===== src/rtl/exu_pkg.sv =====
// rtl/exu_pkg.sv - shared op-class, state and ALU encodings for the EXU sequencer
package exu_pkg;

  typedef enum logic [3:0] {
    OP_R      = 4'd0,
    OP_I      = 4'd1,
    OP_LUI    = 4'd2,
    OP_AUIPC  = 4'd3,
    OP_LOAD   = 4'd4,
    OP_STORE  = 4'd5,
    OP_BRANCH = 4'd6,
    OP_JAL    = 4'd7,
    OP_JALR   = 4'd8,
    OP_MULDIV = 4'd9,
    OP_SYSTEM = 4'd10
  } op_e;

  typedef enum logic [2:0] {
    ST_IDLE     = 3'd0,
    ST_EXEC     = 3'd1,
    ST_MDU_WAIT = 3'd2,
    ST_MEM_WAIT = 3'd3,
    ST_HALT     = 3'd4
  } state_e;

  localparam logic [2:0] ALU_ADD = 3'b000;
  // funct3 of srl/sra (and srli/srai); the only I-type op where f7b5 matters
  localparam logic [2:0] F3_SR   = 3'b101;

endpackage


===== src/rtl/exu_ctrl_dec.sv =====
// rtl/exu_ctrl_dec.sv - combinational decode of latched op fields into EXU datapath selects
module exu_ctrl_dec
  import exu_pkg::*;
(
  input  logic [3:0] i_op,
  input  logic [2:0] i_funct3,
  input  logic       i_f7b5,
  output logic [2:0] o_alu_ctrl,
  output logic       o_alu_sub,
  output logic       o_alu_s1_sel,
  output logic       o_alu_s2_sel,
  output logic       o_branch_and,
  output logic       o_branch_add4,
  output logic       o_branch_src,
  output logic       o_lsu_we
);

  // Per-op-class select table; unknown classes fall through to an add/pc+4 nop shape
  always_comb begin
    o_alu_ctrl    = ALU_ADD;
    o_alu_sub     = 1'b0;
    o_alu_s1_sel  = 1'b0;
    o_alu_s2_sel  = 1'b0;
    o_branch_and  = 1'b0;
    o_branch_add4 = 1'b1;
    o_branch_src  = 1'b0;
    o_lsu_we      = 1'b0;
    case (i_op)
      OP_R: begin
        o_alu_ctrl = i_funct3;
        o_alu_sub  = i_f7b5;
      end
      OP_I: begin
        o_alu_ctrl   = i_funct3;
        // addi has no subtract form; imm bit 10 only selects srai
        o_alu_sub    = i_f7b5 && (i_funct3 == F3_SR);
        o_alu_s2_sel = 1'b1;
      end
      OP_LUI:   o_alu_s2_sel = 1'b1;
      OP_AUIPC: begin
        o_alu_s1_sel = 1'b1;
        o_alu_s2_sel = 1'b1;
      end
      OP_LOAD:  o_alu_s2_sel = 1'b1;
      OP_STORE: begin
        o_alu_s2_sel = 1'b1;
        o_lsu_we     = 1'b1;
      end
      OP_BRANCH: begin
        o_alu_sub    = 1'b1;
        o_branch_and = 1'b1;
      end
      OP_JAL: begin
        o_alu_s1_sel  = 1'b1;
        o_branch_add4 = 1'b0;
      end
      OP_JALR: begin
        o_alu_s2_sel  = 1'b1;
        o_branch_add4 = 1'b0;
        o_branch_src  = 1'b1;
      end
      default: ;
    endcase
  end

endmodule


===== src/rtl/exu_seq_ctrl.sv =====
// rtl/exu_seq_ctrl.sv - EXU multi-cycle sequencer: accept, exec, MDU/LSU waits, commit, halt
module exu_seq_ctrl
  import exu_pkg::*;
#(
  parameter int TIMEOUT_CYC = 255,
  parameter int CNT_W       = 8
) (
  input  logic       clk,
  input  logic       rst,
  input  logic       in_valid,
  output logic       in_ready,
  input  logic [3:0] in_op,
  input  logic [2:0] in_funct3,
  input  logic       in_f7b5,
  output logic [2:0] alu_ctrl,
  output logic       alu_sub,
  output logic       alu_s1_sel,
  output logic       alu_s2_sel,
  output logic       branch_and,
  output logic       branch_add4,
  output logic       branch_src,
  output logic       mdu_start,
  input  logic       mdu_done,
  output logic       lsu_req,
  output logic       lsu_we,
  input  logic       lsu_ack,
  output logic       rf_we,
  output logic       pc_we,
  output logic       commit,
  output logic       exc,
  output logic       halted
);

  // Counter holds (wait cycles already spent); the limit cycle is the TIMEOUT_CYC-th wait cycle
  localparam logic [CNT_W-1:0] LIMIT = CNT_W'(TIMEOUT_CYC - 1);

  state_e           r_state;
  state_e           w_next;
  logic [3:0]       r_op;
  logic [2:0]       r_funct3;
  logic             r_f7b5;
  logic [CNT_W-1:0] r_cnt;
  logic             w_accept;
  logic             w_active;
  logic             w_limit;
  logic [2:0]       w_alu_ctrl;
  logic             w_alu_sub;
  logic             w_s1_sel;
  logic             w_s2_sel;
  logic             w_b_and;
  logic             w_b_add4;
  logic             w_b_src;
  logic             w_lsu_we;

  assign w_accept = in_valid && (r_state == ST_IDLE);
  assign w_active = (r_state == ST_EXEC) || (r_state == ST_MDU_WAIT) ||
                    (r_state == ST_MEM_WAIT);
  assign w_limit  = (r_cnt == LIMIT);

  exu_ctrl_dec u_dec (
    .i_op          (r_op),
    .i_funct3      (r_funct3),
    .i_f7b5        (r_f7b5),
    .o_alu_ctrl    (w_alu_ctrl),
    .o_alu_sub     (w_alu_sub),
    .o_alu_s1_sel  (w_s1_sel),
    .o_alu_s2_sel  (w_s2_sel),
    .o_branch_and  (w_b_and),
    .o_branch_add4 (w_b_add4),
    .o_branch_src  (w_b_src),
    .o_lsu_we      (w_lsu_we)
  );

  // Datapath selects are only meaningful while an instruction is in flight
  assign alu_ctrl    = w_active ? w_alu_ctrl : 3'b000;
  assign alu_sub     = w_active & w_alu_sub;
  assign alu_s1_sel  = w_active & w_s1_sel;
  assign alu_s2_sel  = w_active & w_s2_sel;
  assign branch_and  = w_active & w_b_and;
  assign branch_add4 = w_active & w_b_add4;
  assign branch_src  = w_active & w_b_src;
  assign lsu_we      = w_active & w_lsu_we;

  // State register
  always_ff @(posedge clk or negedge rst) begin
    if (!rst) r_state <= ST_IDLE;
    else      r_state <= w_next;
  end

  // Capture the decoded instruction fields on the accept handshake
  always_ff @(posedge clk or negedge rst) begin
    if (!rst) begin
      r_op     <= 4'd0;
      r_funct3 <= 3'd0;
      r_f7b5   <= 1'b0;
    end else if (w_accept) begin
      r_op     <= in_op;
      r_funct3 <= in_funct3;
      r_f7b5   <= in_f7b5;
    end
  end

  // Wait-cycle counter: cleared in EXEC so it starts at 0 on the first wait cycle
  always_ff @(posedge clk or negedge rst) begin
    if (!rst)                                                     r_cnt <= '0;
    else if (r_state == ST_EXEC)                                  r_cnt <= '0;
    else if (r_state == ST_MDU_WAIT || r_state == ST_MEM_WAIT)    r_cnt <= r_cnt + 1'b1;
  end

  // Next-state and handshake/commit outputs
  always_comb begin
    w_next    = r_state;
    in_ready  = 1'b0;
    mdu_start = 1'b0;
    lsu_req   = 1'b0;
    rf_we     = 1'b0;
    pc_we     = 1'b0;
    commit    = 1'b0;
    exc       = 1'b0;
    halted    = 1'b0;
    case (r_state)
      ST_IDLE: begin
        in_ready = 1'b1;
        if (w_accept) w_next = ST_EXEC;
      end
      ST_EXEC: begin
        case (r_op)
          OP_MULDIV: begin
            mdu_start = 1'b1;
            w_next    = ST_MDU_WAIT;
          end
          OP_LOAD, OP_STORE: begin
            lsu_req = 1'b1;
            w_next  = ST_MEM_WAIT;
          end
          OP_SYSTEM: w_next = ST_HALT;
          OP_R, OP_I, OP_LUI, OP_AUIPC, OP_JAL, OP_JALR: begin
            commit = 1'b1;
            pc_we  = 1'b1;
            rf_we  = 1'b1;
            w_next = ST_IDLE;
          end
          default: begin
            // BRANCH and unknown classes retire without a writeback
            commit = 1'b1;
            pc_we  = 1'b1;
            w_next = ST_IDLE;
          end
        endcase
      end
      ST_MDU_WAIT: begin
        if (mdu_done) begin
          commit = 1'b1;
          pc_we  = 1'b1;
          rf_we  = 1'b1;
          w_next = ST_IDLE;
        end else if (w_limit) begin
          commit = 1'b1;
          pc_we  = 1'b1;
          exc    = 1'b1;
          w_next = ST_IDLE;
        end
      end
      ST_MEM_WAIT: begin
        lsu_req = 1'b1;
        if (lsu_ack) begin
          commit = 1'b1;
          pc_we  = 1'b1;
          rf_we  = (r_op == OP_LOAD);
          w_next = ST_IDLE;
        end else if (w_limit) begin
          lsu_req = 1'b0;
          commit  = 1'b1;
          pc_we   = 1'b1;
          exc     = 1'b1;
          w_next  = ST_IDLE;
        end
      end
      ST_HALT:  halted = 1'b1;
      default:  w_next = ST_IDLE;
    endcase
  end

endmodule


===== config.mk =====
export PLATFORM = sky130hd
export DESIGN_NAME = exu_seq_ctrl
export DESIGN_NICKNAME = d
export VERILOG_FILES = /design/src/rtl/exu_pkg.sv /design/src/rtl/exu_ctrl_dec.sv /design/src/rtl/exu_seq_ctrl.sv
export SDC_FILE = /design/constraint.sdc
export NUM_CORES = 1
export LEC_CHECK = 0
export ABC_AREA = 0
export CAP_MARGIN = 0
export CELL_PAD_IN_SITES_DETAIL_PLACEMENT = 1
export CELL_PAD_IN_SITES_GLOBAL_PLACEMENT = 1
export CORE_MARGIN = 3
export CORE_UTILIZATION = 37
export CTS_CLUSTER_DIAMETER = 80
export DETAILED_ROUTE_END_ITERATION = 16
export GPL_ROUTABILITY_DRIVEN = 0
export PLACE_DENSITY_LB_ADDON = 0.05
export SLEW_MARGIN = 20
export SYNTH_ARGS = -nofsm -noshare
export SYNTH_HDL_FRONTEND = slang
export SYNTH_SLANG_ARGS = --single-unit

===== constraint.sdc =====
create_clock -name clk -period 2 [get_ports clk]
set_input_delay 0.4 -clock clk [delete_from_list [all_inputs] [get_ports clk]]
set_output_delay 0.4 -clock clk [all_outputs]
set_load 0.005 [all_outputs]

=== After elaboration in Yosys (flattened, before gate mapping) ===
Cells that the tools add are included.

* Word-level logic and storage cells: 84
* Output and inout bits: 18
* Bits in registers: 19

* Mux-type cells: 37
* Reduce and logical (&&, ||, !) cells: 16
* Bitwise gates (word level): 8
* Equal/unequal tests: 17
* Add/sub/neg operators: 1

{| class="wikitable"
|+ Operators with widths
! kind !! count
|-
| two-way mux 1 bit || 22
|-
| two-way mux 3 bit || 6
|-
| equality test 4 x 3 -> 1 bit, second input constant || 4
|-
| two-way mux 8 bit || 2
|-
| case mux 3 bit (5 select lines) || 1
|-
| equality test 4 bit, second input constant || 3
|-
| OR reduction 6 bit || 2
|-
| case mux 1 bit (3 select lines) || 3
|-
| case mux 3 bit (3 select lines) || 1
|-
| adder 8 x 1 -> 8 bit, second input constant || 1
|-
| equality test 4 x 2 -> 1 bit, second input constant || 2
|-
| equality test 8 bit, second input constant || 1
|-
| OR reduction 2 bit || 4
|-
| bitwise AND 1 bit || 7
|-
| equality test 3 x 2 -> 1 bit, second input constant || 2
|-
| equality test 3 bit, second input constant || 2
|-
| equality test 4 x 1 -> 1 bit, second input constant || 1
|-
| logical NOT 4 bit || 1
|-
| case mux 1 bit (2 select lines) || 2
|-
| OR reduction 4 bit || 1
|-
| equality test 3 x 1 -> 1 bit, second input constant || 1
|-
| logical NOT 3 bit || 1
|-
| logical OR 1 bit || 3
|-
| logical AND 1 bit || 2
|-
| other kinds (4) || 4
|}

=== Longest topological paths before layout ===
* Word-level depth: 4
* Mapped depth: 5
* Depth with buffers taken out: 5

=== Hierarchy ===
A second synthesis with hierarchy kept.

* Cell total of the unflattened synthesis: 142
* Area, all modules: 1,328.8 um^2

{| class="wikitable"
|+ By module, submodules not included
! module !! instances !! area each (um^2) !! cells each !! sequential area each (um^2)
|-
| exu_seq_ctrl || 1 || 1,179.9 || 121 || 475.5
|-
| exu_ctrl_dec || 1 || 148.9 || 21 || 0.0
|}

=== Least setup slack after synthesis ===
Ideal clock, no wire load.

* Path type: reg-to-output
* Start point: reg r_state[1]
* End point: out pc_we
* Path buffers: 2
* Cell stages (with the launch flop): 6
* Data arrival time: 1.345 ns
* Path slack: 0.255 ns
* Cell sequence: dfrtp_1 or3b_1 buf_6 nor2_1 o2bb2ai_1 buf_4

* Longest elaborated chain between the ends: 2

{| class="wikitable"
|+ RTL lines
! item !! line !! text
|-
| start: declaration || exu_seq_ctrl.sv:37 || <nowiki>state_e r_state;</nowiki>
|-
| start signal: assignment || exu_seq_ctrl.sv:87 || <nowiki>else r_state <= w_next;</nowiki>
|-
| equality test 3 x 2 -> 1 bit / equality test 3 x 1 -> 1 bit (equally long branches) || n/a ||
|-
| case mux 1 bit (3 select lines) (*) || n/a ||
|-
| end: declaration || exu_seq_ctrl.sv:28 || <nowiki>output logic pc_we,</nowiki>
|}

Every way passes the cells marked *; elsewhere a longest branch is shown, timed or not.

=== Worst setup path after layout ===
* Start point: reg r_state[0]
* End point: out rf_we

* Longest elaborated chain between the ends: 2

{| class="wikitable"
|+ RTL lines
! item !! line !! text
|-
| equality test 3 x 2 -> 1 bit / equality test 3 x 1 -> 1 bit (equally long branches) || exu_seq_ctrl.sv:121 || <nowiki>case (r_state)</nowiki>
|-
| case mux 1 bit (3 select lines) (*) || exu_seq_ctrl.sv:121 ||
|-
| end: declaration || exu_seq_ctrl.sv:27 || <nowiki>output logic rf_we,</nowiki>
|}

Marks and branches as above.

==> impl_metrics.csv <==
group,metric,value,unit
run_status,outcome,"finished, violations left",
run_status,failed_checks,"setup timing",
clocking,numCtsBuffers,3,
die,io_pins,31,
yosys,synth_area,0.00130,mm^2
routing,first_pass_iters,4,
pwr,power_leakage,1.00,nW
pwr,power,3.23,mW
yosys,synth_seq_cells,19,
sta,hold_viol_final,0,
pwr,peakVddDrop,1.06,mV
global_route,track_usage,23.9,%
yosys,syn_area_per_cell,10.2,um^2
pwr,cellPowerDensity,1510,mW/mm^2
global_route,grt_pass1_wl,7600,um
placement,dpl_worst_slack,-0.468,ns
routing,drtIter0Drc,53,
worst_setup_path,start_kind,"flip-flop",
layout,mostFrequentLayoutCell,"buf_4",
sta,timing.fmax,459,MHz
clocking,insertion_delay,0.32,ns
worst_setup_path,critPathBufInv,2,
clocking,ctsLongestPathBuffers,2,
clocking,tritoncts,"done",
routing,via_per_inst,5.76,
yosys,synthCells,128,
die,placementRows,20,
sta,whs,0.407,ns
global_route,antenna_found_initial,0,
yosys,ys_seq_area_share,36.6,%
worst_hold_path,hold_path.class,"input pin to asynchronous set/reset pin",
worst_setup_path,crit_slowest_cell,"dfrtp_1",
die,die-area,0.00426,mm^2
worst_setup_path,slowest_delay,0.44,ns
yosys,synth.yosys.warnings,0,
global_route,grt_overflow,0,
sta,rsz0062_at_grt,"true",
placement,numPlacedInstances,221,
worst_setup_path,end_kind,"output port",
worst_setup_path,cp_max_fo,4,
routing,drc,0,
sta,maxSlewHeadroom,76.7,%
layout,instances_no_fill,245,
die,start_util,40.6,%
die,coreArea,0.00320,mm^2
layout,area_growth,64.8,%
routing,routed_wl,5720,um
global_route,grt_max_degree,20,
clocking,clockRootBuffer,"clkbuf_4",
worst_setup_path,crit_type,"flip-flop to output port",
global_route,grt_pass1_vias,1508,
worst_setup_path,crit_family,"simple AND/OR/NAND/NOR gates",
sta,setup_viol,13,
clocking,clock_sinks,19,
placement,postPlaceCellArea,0.00181,mm^2
sta,period_needed,2.18,ns
clocking,ctsHtreeMaxLevel,1,
worst_setup_path,arrival,1.78,ns
routing,wl_per_cell,23.4,um
job,maxCapViolCount,0,
layout,utilization,66.9,%
layout,antenna_cells,0,
layout,layout_common_cells,"buf_4, dfrtp_1, buf_2, buf_6, clkdlybuf4s50_1",
sta,period_share,109,%
sta,worst_slew_pin_slew,0.349,ns
die,die_x,65.3,um
layout,drive_above_1_share,56.7,%
placement,dp_hpwl,2910,um
yosys,ys_types,47,
sta,maxSlewViolCount,0,
worst_setup_path,worstPathRequired,1.60,ns
clocking,clkTransAtPathRegs,0.12,ns
layout,final_nets,217,
die,fp.dieH,65.3,um
sta,finClkSkew,0.00927,ns
routing,ant_nets,0,
worst_setup_path,path_cells,"buf_4 -> or3b_4 -> nor4_4 -> a221o_1 -> buf_2",
sta,fin_setup_tns,-1.19,ns
layout,final_cell_area,0.00214,mm^2
yosys,syn_nets,143,
routing,via_count,1412,
placement,port_buffers,30,
sta,setup_slack,-0.178,ns
## sequential cells by signal (all words and copies together), names as in the netlist
| signal | count |
|---|---|
| r_cnt | 8 |
| r_f7b5 | 1 |
| r_funct3 | 3 |
| r_op | 4 |
| r_state | 3 |
## power breakdown
group	total (mW)	internal, mW	switching, mW	leakage [nW]
Sequential	0.694	0.511	0.182	0.241
Combinational	2.31	1.23	1.09	0.749
Clock	0.217	0.0782	0.139	0.0150
## final timing paths
kind / from / to / slack [ns] / cells past startpoint
worst max-delay path: r_state[0] / rf_we / -0.18 / 5
worst min-delay path: rst / r_cnt[6] / 0.41 / 2
worst max register to register: r_state[2] / r_op[3] / 0.18 / 7
worst min register to register: r_cnt[6] / r_cnt[6] / 0.53 / 1
max in group asynchronous: rst / r_op[1] / 1.35 / 2
min in group clk: r_cnt[6] / r_cnt[6] / 0.53 / 1
## synth_stat cells, drive strengths merged
| master | n | area [um^2] |
|---|---|---|
| a41oi | 1 | 8.76 |
| mux2i | 5 | 50.1 |
| a21boi | 1 | 7.51 |
| o21ai | 5 | 25.0 |
| and4b | 1 | 10.0 |
| nand4 | 4 | 25.0 |
| o211ai | 1 | 7.51 |
| nand3b | 2 | 15.0 |
| nor2 | 5 | 18.8 |
| or3b | 1 | 8.76 |
| a211oi | 1 | 7.51 |
| dfrtp | 19 | 475 |
| or2 | 1 | 6.26 |
| and2b | 1 | 7.51 |
| nand2 | 10 | 37.5 |
| a221o | 1 | 10.0 |
| o21bai | 2 | 26.3 |
| nor4bb | 1 | 10.0 |
| nor4b | 1 | 15.0 |
| inv | 2 | 7.51 |
| and3 | 1 | 6.26 |
| and2 | 4 | 25.0 |
| o2bb2ai | 1 | 8.76 |
| a311oi | 2 | 17.5 |
| mux2 | 9 | 131 |
| ha | 2 | 25.0 |
| nor3 | 7 | 40.0 |
| and4 | 1 | 8.76 |
| nand2b | 7 | 43.8 |
| o32ai | 1 | 8.76 |
| o22ai | 1 | 6.26 |
| a21oi | 3 | 15.0 |
| buf | 10 | 73.8 |
| nand3 | 4 | 20.0 |
| nor4 | 3 | 40.0 |
| nor3b | 2 | 15.0 |
| nor2b | 3 | 18.8 |
| a21o | 1 | 7.51 |
| a31o | 1 | 8.76 |
## timing repair
| item | CTS | global route |
|---|---|---|
| buffers inserted | 15 | 8 |
| hold buffers | 0 | 0 |
| gates resized for setup | 86 | 38 |
| endpoints found under the setup margin | 18 | 17 |
| pin swaps | 9 | 13 |
## logic make-up after synthesis
family	Yosys count	synth area share [%]
and+or+nand+nor	59	28.6
buffers and inverters	12	6.26
AOI/OAI and AO/OA	22	12.7
adders and majority gates	2	1.92
DFF	19	36.6
muxes	14	14.0
## layer usage
layer  global-route usage (%)  routed length, um  up-vias
li1                         -                  -      614
met1                     25.8               2140      723
met2                     43.7               3040       48
met3                     5.30                222       27
met4                     11.1                323        0
met5                        0                  0        -
## final cells by class
type / instances / area [um^2]
Tap cell: 44 / 55.1
Inverter: 2 / 7.51
Sequential cell: 19 / 479
Multi-Input combinational cell: 97 / 930
Clock buffer: 4 / 26.3
Fill cell: 355 / 1060
Timing Repair Buffer: 79 / 644
Note: power is estimated with default switching activity, not from simulation.
